**config.mk**
```make
export PLATFORM = sky130hd
export DESIGN_NAME = sprite_plotter_flat
export DESIGN_NICKNAME = d
export VERILOG_FILES = /design/src/rtl/game_pkg.sv /design/src/rtl/sprite_plotter_if.sv /design/src/rtl/rect_scanner.sv /design/src/rtl/sprite_plotter.sv /design/src/flat_wrapper.sv
export SDC_FILE = /design/constraint.sdc
export NUM_CORES = 1
export LEC_CHECK = 0
export ABC_AREA = 1
export ABC_CLOCK_PERIOD_IN_PS = 4000
export CORE_MARGIN = 8
export CORE_UTILIZATION = 42
export DETAILED_ROUTE_END_ITERATION = 16
export DONT_BUFFER_PORTS = 1
export REMOVE_ABC_BUFFERS = 1
export SLEW_MARGIN = 10
export SYNTH_ARGS = -nofsm -noshare
export SYNTH_HDL_FRONTEND = slang
export SYNTH_SLANG_ARGS = --single-unit
```
**constraint.sdc**
```tcl
create_clock -name clk -period 4 [get_ports clk]
set_clock_uncertainty 0.1 [all_clocks]
set_input_delay 0.8 -clock clk [delete_from_list [all_inputs] [get_ports clk]]
set_output_delay 0.8 -clock clk [all_outputs]
set_load 0.01 [all_outputs]
```
**src/rtl/game_pkg.sv**
```systemverilog
// game_pkg: shared screen/sprite constants, plotter state encoding and job record
package game_pkg;
  localparam int X_W = 8;
  localparam int Y_W = 7;
  localparam int COLOR_W = 3;
  localparam int SCREEN_W = 160;
  localparam int SCREEN_H = 120;
  localparam int BIRD_W = 8;
  localparam int BIRD_H = 8;
  localparam int WALL_W = 16;
  localparam int GAP_H = 40;
  localparam logic [COLOR_W-1:0] BG_COLOR = 3'b000;
  localparam logic OBJ_WALL = 1'b0;
  localparam logic OBJ_BIRD = 1'b1;
  localparam logic [1:0] S_IDLE = 2'd0;
  localparam logic [1:0] S_ERASE = 2'd1;
  localparam logic [1:0] S_DRAW = 2'd2;
  localparam logic [1:0] S_FINISH = 2'd3;
  typedef struct packed {
    logic obj;
    logic [X_W-1:0] nx;
    logic [X_W-1:0] ox;
    logic [Y_W-1:0] ny;
    logic [Y_W-1:0] oy;
    logic [COLOR_W-1:0] col;
  } job_t;
  function automatic logic [X_W-1:0] obj_w(input logic obj);
    return obj == OBJ_BIRD ? X_W'(BIRD_W) : X_W'(WALL_W);
  endfunction
  function automatic logic [Y_W-1:0] obj_h(input logic obj);
    return obj == OBJ_BIRD ? Y_W'(BIRD_H) : Y_W'(SCREEN_H);
  endfunction
endpackage

```
**src/rtl/sprite_plotter_if.sv**
```systemverilog
// sprite_plotter_if: draw-controller request and VGA pixel bus
interface sprite_plotter_if;
  import game_pkg::*;
  logic start;
  logic obj_sel;
  logic [X_W-1:0] new_x;
  logic [Y_W-1:0] new_y;
  logic [X_W-1:0] old_x;
  logic [Y_W-1:0] old_y;
  logic [COLOR_W-1:0] obj_color;
  logic [X_W-1:0] x;
  logic [Y_W-1:0] y;
  logic [COLOR_W-1:0] colour;
  logic plot;
  logic busy;
  logic done;
  modport master(output start, obj_sel, new_x, new_y, old_x, old_y, obj_color,
                 input x, y, colour, plot, busy, done);
  modport slave(input start, obj_sel, new_x, new_y, old_x, old_y, obj_color,
                output x, y, colour, plot, busy, done);
endinterface

```
**src/rtl/rect_scanner.sv**
```systemverilog
// rect_scanner: row-major cx/cy sweep of a width x height rectangle with last-pixel pulse
module rect_scanner
  import game_pkg::*;
(
  input  logic           clk,
  input  logic           resetn,
  input  logic           start,
  input  logic           enable,
  input  logic [X_W-1:0] width,
  input  logic [Y_W-1:0] height,
  output logic [X_W-1:0] cx,
  output logic [Y_W-1:0] cy,
  output logic           last
);
  logic [X_W-1:0] cx_q, cx_d;
  logic [Y_W-1:0] cy_q, cy_d;
  logic row_end;
  always_comb begin
    row_end = cx_q == width - X_W'(1);
    last = enable && row_end && cy_q == height - Y_W'(1);
    cx_d = start ? '0 : enable ? (row_end ? '0 : cx_q + X_W'(1)) : cx_q;
    cy_d = start ? '0 : (enable && row_end) ? (last ? '0 : cy_q + Y_W'(1)) : cy_q;
  end
  always_ff @(posedge clk) begin
    if (!resetn) begin
      cx_q <= '0;
      cy_q <= '0;
    end else begin
      cx_q <= cx_d;
      cy_q <= cy_d;
    end
  end
  assign cx = cx_q;
  assign cy = cy_q;
endmodule

```
**src/rtl/sprite_plotter.sv**
```systemverilog
// sprite_plotter: erases an object's old rectangle then redraws it, one registered pixel per clock
module sprite_plotter
  import game_pkg::*;
(
  input  logic clk,
  input  logic resetn,
  sprite_plotter_if.slave bus
);
  logic [1:0] state_q, state_d;
  job_t job_q, job_d;
  logic [X_W-1:0] x_q, x_d;
  logic [Y_W-1:0] y_q, y_d;
  logic [COLOR_W-1:0] colour_q, colour_d;
  logic plot_q, plot_d, busy_q, busy_d, done_q, done_d;
  logic [X_W-1:0] cx, x0;
  logic [Y_W-1:0] cy, y0;
  logic last, accept, erase, active, in_gap;
  logic [X_W:0] sx;
  logic [Y_W:0] sy, gap_end;
  always_comb begin
    accept = state_q == S_IDLE && bus.start;
    erase = state_q == S_ERASE;
    active = erase || state_q == S_DRAW;
    job_d = accept ? '{obj: bus.obj_sel, nx: bus.new_x, ox: bus.old_x, ny: bus.new_y,
                       oy: bus.old_y, col: bus.obj_color} : job_q;
    x0 = erase ? job_q.ox : job_q.nx;
    y0 = job_q.obj == OBJ_WALL ? '0 : (erase ? job_q.oy : job_q.ny);
    sx = {1'b0, x0} + {1'b0, cx};
    sy = {1'b0, y0} + {1'b0, cy};
    // widened so a gap touching the bottom edge does not wrap back to row 0
    gap_end = {1'b0, job_q.ny} + (Y_W+1)'(GAP_H);
    in_gap = job_q.obj == OBJ_WALL && sy >= {1'b0, job_q.ny} && sy < gap_end;
    state_d = accept ? S_ERASE
            : (active && last) ? (erase ? S_DRAW : S_FINISH)
            : state_q == S_FINISH ? S_IDLE : state_q;
    x_d = active ? sx[X_W-1:0] : x_q;
    y_d = active ? sy[Y_W-1:0] : y_q;
    colour_d = active ? ((erase || in_gap) ? BG_COLOR : job_q.col) : colour_q;
    plot_d = active && sx < (X_W+1)'(SCREEN_W) && sy < (Y_W+1)'(SCREEN_H);
    busy_d = active;
    done_d = state_q == S_FINISH;
  end
  rect_scanner u_scan (
    .clk    (clk),
    .resetn (resetn),
    .start  (accept),
    .enable (active),
    .width  (obj_w(job_q.obj)),
    .height (obj_h(job_q.obj)),
    .cx     (cx),
    .cy     (cy),
    .last   (last)
  );
  always_ff @(posedge clk) begin
    if (!resetn) begin
      state_q <= S_IDLE;
      job_q <= '0;
      x_q <= '0;
      y_q <= '0;
      colour_q <= '0;
      plot_q <= 1'b0;
      busy_q <= 1'b0;
      done_q <= 1'b0;
    end else begin
      state_q <= state_d;
      job_q <= job_d;
      x_q <= x_d;
      y_q <= y_d;
      colour_q <= colour_d;
      plot_q <= plot_d;
      busy_q <= busy_d;
      done_q <= done_d;
    end
  end
  assign bus.x = x_q;
  assign bus.y = y_q;
  assign bus.colour = colour_q;
  assign bus.plot = plot_q;
  assign bus.busy = busy_q;
  assign bus.done = done_q;
endmodule

```
**src/flat_wrapper.sv**
```systemverilog
// flat-port wrapper written by rule: the top's interface ports become plain ports
module sprite_plotter_flat import game_pkg::*;
  (clk, resetn, bus_start, bus_obj_sel, bus_new_x, bus_new_y, bus_old_x, bus_old_y, bus_obj_color, bus_x, bus_y, bus_colour, bus_plot, bus_busy, bus_done);
  sprite_plotter_if bus_i ();
  input  logic clk;
  input  logic resetn;
  input wire logic [$bits(bus_i.start)-1:0] bus_start;
  input wire logic [$bits(bus_i.obj_sel)-1:0] bus_obj_sel;
  input wire logic [$bits(bus_i.new_x)-1:0] bus_new_x;
  input wire logic [$bits(bus_i.new_y)-1:0] bus_new_y;
  input wire logic [$bits(bus_i.old_x)-1:0] bus_old_x;
  input wire logic [$bits(bus_i.old_y)-1:0] bus_old_y;
  input wire logic [$bits(bus_i.obj_color)-1:0] bus_obj_color;
  output wire logic [$bits(bus_i.x)-1:0] bus_x;
  output wire logic [$bits(bus_i.y)-1:0] bus_y;
  output wire logic [$bits(bus_i.colour)-1:0] bus_colour;
  output wire logic [$bits(bus_i.plot)-1:0] bus_plot;
  output wire logic [$bits(bus_i.busy)-1:0] bus_busy;
  output wire logic [$bits(bus_i.done)-1:0] bus_done;
  assign bus_i.start = bus_start;
  assign bus_i.obj_sel = bus_obj_sel;
  assign bus_i.new_x = bus_new_x;
  assign bus_i.new_y = bus_new_y;
  assign bus_i.old_x = bus_old_x;
  assign bus_i.old_y = bus_old_y;
  assign bus_i.obj_color = bus_obj_color;
  assign bus_x = bus_i.x;
  assign bus_y = bus_i.y;
  assign bus_colour = bus_i.colour;
  assign bus_plot = bus_i.plot;
  assign bus_busy = bus_i.busy;
  assign bus_done = bus_i.done;
  sprite_plotter u_core (.clk(clk), .resetn(resetn), .bus(bus_i));
endmodule
```
==> impl_metrics.env <==
export IMPL_status="complete, no violations"
export IMPL_fin_nets=629
export IMPL_wl_per_cell_um=14.0
export IMPL_fillerInstances=939
export IMPL_synth_area_um2=3960
export IMPL_cts_buffers=9
export IMPL_hold_start="u_core.job_q[8]"
export IMPL_r2r_end="u_core.bus.colour[2]"
export IMPL_die_h_um=113
export IMPL_slowest_stage="ha_1"
export IMPL_grt_util_all_layers=0.157
export IMPL_path_class="reg2reg"
export IMPL_hold_path_endpoint="u_core.job_q[8]"
export IMPL_drt_drc_violations_left=0
export IMPL_avgViaCountPerCell=5.07
export IMPL_setup_viol=0
export IMPL_port_buffers=0
export IMPL_clock_root_buffer="clkbuf_8"
export IMPL_cp_arrival_ns=3.79
export IMPL_synth_mux_area_fraction=0
export IMPL_cts_hold_buf=0
export IMPL_fin_crit_ns=3.61
export IMPL_seqCellArea_um2=1440
export IMPL_vias=3407
export IMPL_synthXorXnorAreaFrac=0.0332
export IMPL_yosys_warnings=0
export IMPL_hold_path_class="reg2reg"
export IMPL_cp_end_kind="flop"
export IMPL_ctsHtreeMaxLevel=3
export IMPL_drive_gt1_frac=0.0695
export IMPL_grt_max_degree=48
export IMPL_synthAdderAreaFrac=0.118
export IMPL_grt_pass1_vias=3248
export IMPL_num_antenna_cells=0
export IMPL_multiInputGateArea_um2=2200
export IMPL_p_leak_nw=2.08
export IMPL_avgSynthCellArea_um2=7.12
export IMPL_cts_sinks=72
export IMPL_relSlewSlack=0.667
export IMPL_ios=58
export IMPL_ff2ff_setup_slack_ns=0.39
export IMPL_start_util=0.431
export IMPL_fin_util=0.468
export IMPL_gr_total_overflow=0
export IMPL_die_w_um=113
export IMPL_ir_drop_v=0.000203
export IMPL_synth_top_family_by_area="simple AND/OR/NAND/NOR gates"
export IMPL_timing_hold_ws_ns=0.389
export IMPL_crit_path_max_fanout=9
export IMPL_gp_congestion=0.848
export IMPL_start_kind="flop"
export IMPL_coreArea_um2=9200
export IMPL_drv_slew=0
export IMPL_path_cells="inv_1 > ha_1 > clkinvlp_4 > buf_4 > a21oi_1 > ha_1 > or2_2 > nand2_1 > xor2_1 > inv_1 > ha_1 > nor2_1 > nand2_1 > nand2_1 > nand2_1 > nand2_1 > nand2_1 > nand3_1 > nand3_1 > a21oi_1"
export IMPL_netlist_cell_type_count=34
export IMPL_synth_compound_area_share=0.139
export IMPL_cts_tree="built"
export IMPL_fin_crit_sh=0.903
export IMPL_grt_pass1_wl_mm=16.2
export IMPL_cp_common_cell="nand2_1"
export IMPL_holdPathStages=2
export IMPL_worstPathRequired_ns=4.17
export IMPL_antenna_found_initial=0
export IMPL_drt_pass1_iter_count=4
export IMPL_power_w=0.00170
export IMPL_finalHoldViolCount=0
export IMPL_fin_setup_tns_ns=0
export IMPL_rr_startpoint="u_core.state_q[1]"
export IMPL_path_clk_slew_ns=0.08
export IMPL_drv_cap=0
export IMPL_synthSimpleGateAreaFrac=0.266
export IMPL_dp_hpwl_mm=7.13
export IMPL_final_cells=672
export IMPL_worstSkewPairLatency_ns=0.35
export IMPL_ant_nets=0
export IMPL_rows=35
export IMPL_cts_buffer_depth=2
export IMPL_dieArea_um2=12800
export IMPL_synthesis_instances=556
export IMPL_dp_cells=651
export IMPL_synth_seq_cells=72
export IMPL_yosysSeqAreaShare=0.364
export IMPL_power_density_nw_per_um2=396
export IMPL_crit_buf_inv=4
export IMPL_cpPeakStageDelay_ns=0.38
export IMPL_drtIter0Drc=177
export IMPL_max_freq_mhz=277
export IMPL_rr_worst_depth=20
export IMPL_area_growth_pct=8.72
export IMPL_totalWireLength_mm=9.40
export IMPL_worst_pin_slew_ns=0.498
export IMPL_crit_family="simple AND/OR/NAND/NOR gates"
[state kept, by name (all words and copies together) (netlist names)]
signal             count
u_core.u_scan.cx       8
u_core.bus.x           8
u_core.bus.y           7
u_core.bus.colour      3
u_core.bus.plot        1
u_core.bus.busy        1
u_core.state_q         2
u_core.bus.done        1
u_core.job_q          34
u_core.u_scan.cy       7
[kinds of logic (layout without fill, tap and decap cells)]
kind of cell / after synthesis / after routing
xor+xnor: 15 / 15
simple gates: 246 / 246
buf+inv: 82 / 87
compound gates: 105 / 105
flops: 72 / 72
fa+ha+maj: 36 / 36
[per-layer routing]
| metal | wire (um) | up-vias | part of all wire | global-route usage |
|---|---|---|---|---|
| li1 | - | 1793 | - | - |
| met1 | 4670 | 1533 | 0.50 | 0.213 |
| met2 | 4020 | 67 | 0.43 | 0.231 |
| met3 | 527 | 14 | 0.056 | 0.0410 |
| met4 | 180 | 0 | 0.019 | 0.0675 |
| met5 | 0 | - | 0 | 0 |
[cell usage in the layout (no fill, tap or decap), types with 3 or more instances in the layout]
cell,Yosys,layout
or2_2,4,4
xor2_1,11,11
buf_4,0,7
nand2_1,102,102
nor2_1,95,95
xnor2_1,4,4
ha_1,34,34
o21ai_0,55,55
o211ai_1,3,3
nand4_1,8,8
clkinvlp_4,0,3
inv_1,62,61
a21oi_1,40,40
clkbuf_8,0,9
nand3_1,22,22
nor3_1,3,3
dfxtp_1,72,72
[metrics by stage]
step	instance area, um2	setup WS (ns)
2_1_floorplan	3880	0.824
4_1_cts	4260	0.316
5_1_grt	4310	-0.00567
3_3_place_gp	4040	0.560
6_report	4310	0.387
3_5_place_dp	4040	0.350
[how the worst max path moves through the flow]
stage	start	endpoint	slack (ns)	cells past startpoint
floorplan	u_core.state_q[0]	u_core.bus.colour[0]	0.82	19
global placement	u_core.state_q[1]	u_core.bus.colour[2]	0.56	20
detailed placement	u_core.state_q[1]	u_core.bus.colour[2]	0.35	20
CTS	u_core.state_q[1]	u_core.bus.colour[2]	0.32	20
global route	u_core.state_q[1]	u_core.bus.colour[1]	-0.006	20
finish	u_core.state_q[1]	u_core.bus.colour[2]	0.39	20
[tightest hold or removal path, cell delays in order (launching register included)]
cell and delay (ns):
dfxtp_1 0.33, nor2_1 0.05, nor2_1 0.08
[synth_stat cells (all sizes together)]
master  number  area (um2)
a211o        1        10.0
inv         63         236
o21ai       55         275
nor3         5        35.0
and3         2        12.5
clkinv       1        3.75
fa           2        40.0
nor3b        3        33.8
o21bai       2        15.0
nand4        8        50.1
xor2        11        96.3
o21a         1        7.51
nand3       22         110
or2          5        33.8
o211ai       3        22.5
clkbuf      15        56.3
a31oi        2        12.5
nor2        97         374
xnor2        4        35.0
nand3b       1        11.3
buf          3        18.8
a21oi       41         209
dfxtp       72        1440
ha          34         425
nand2      103         394
[where the power goes]
part	internal (W)	switching [W]
sequential	0.000765	0.0000403
combinational	0.0000904	0.000154
clock	0.000356	0.000298
[repair_timing]
action                                  in CTS  in global routing
endpoints found under the setup margin       0                  3
setup buffers                                0                  5
resized for setup                            0                  1
hold endpoints to repair                     0                  0
[cell type report]
class,instances,share of cell area
Clock buffer,9,0.0288
Clock inverter,7,0.0235
Inverter,64,0.0567
Multi-Input combinational cell,402,0.512
Sequential cell,72,0.335
Tap cell,111,0.0323
Timing Repair Buffer,7,0.0122
No activity file was read; power rests on OpenSTA's default activity.
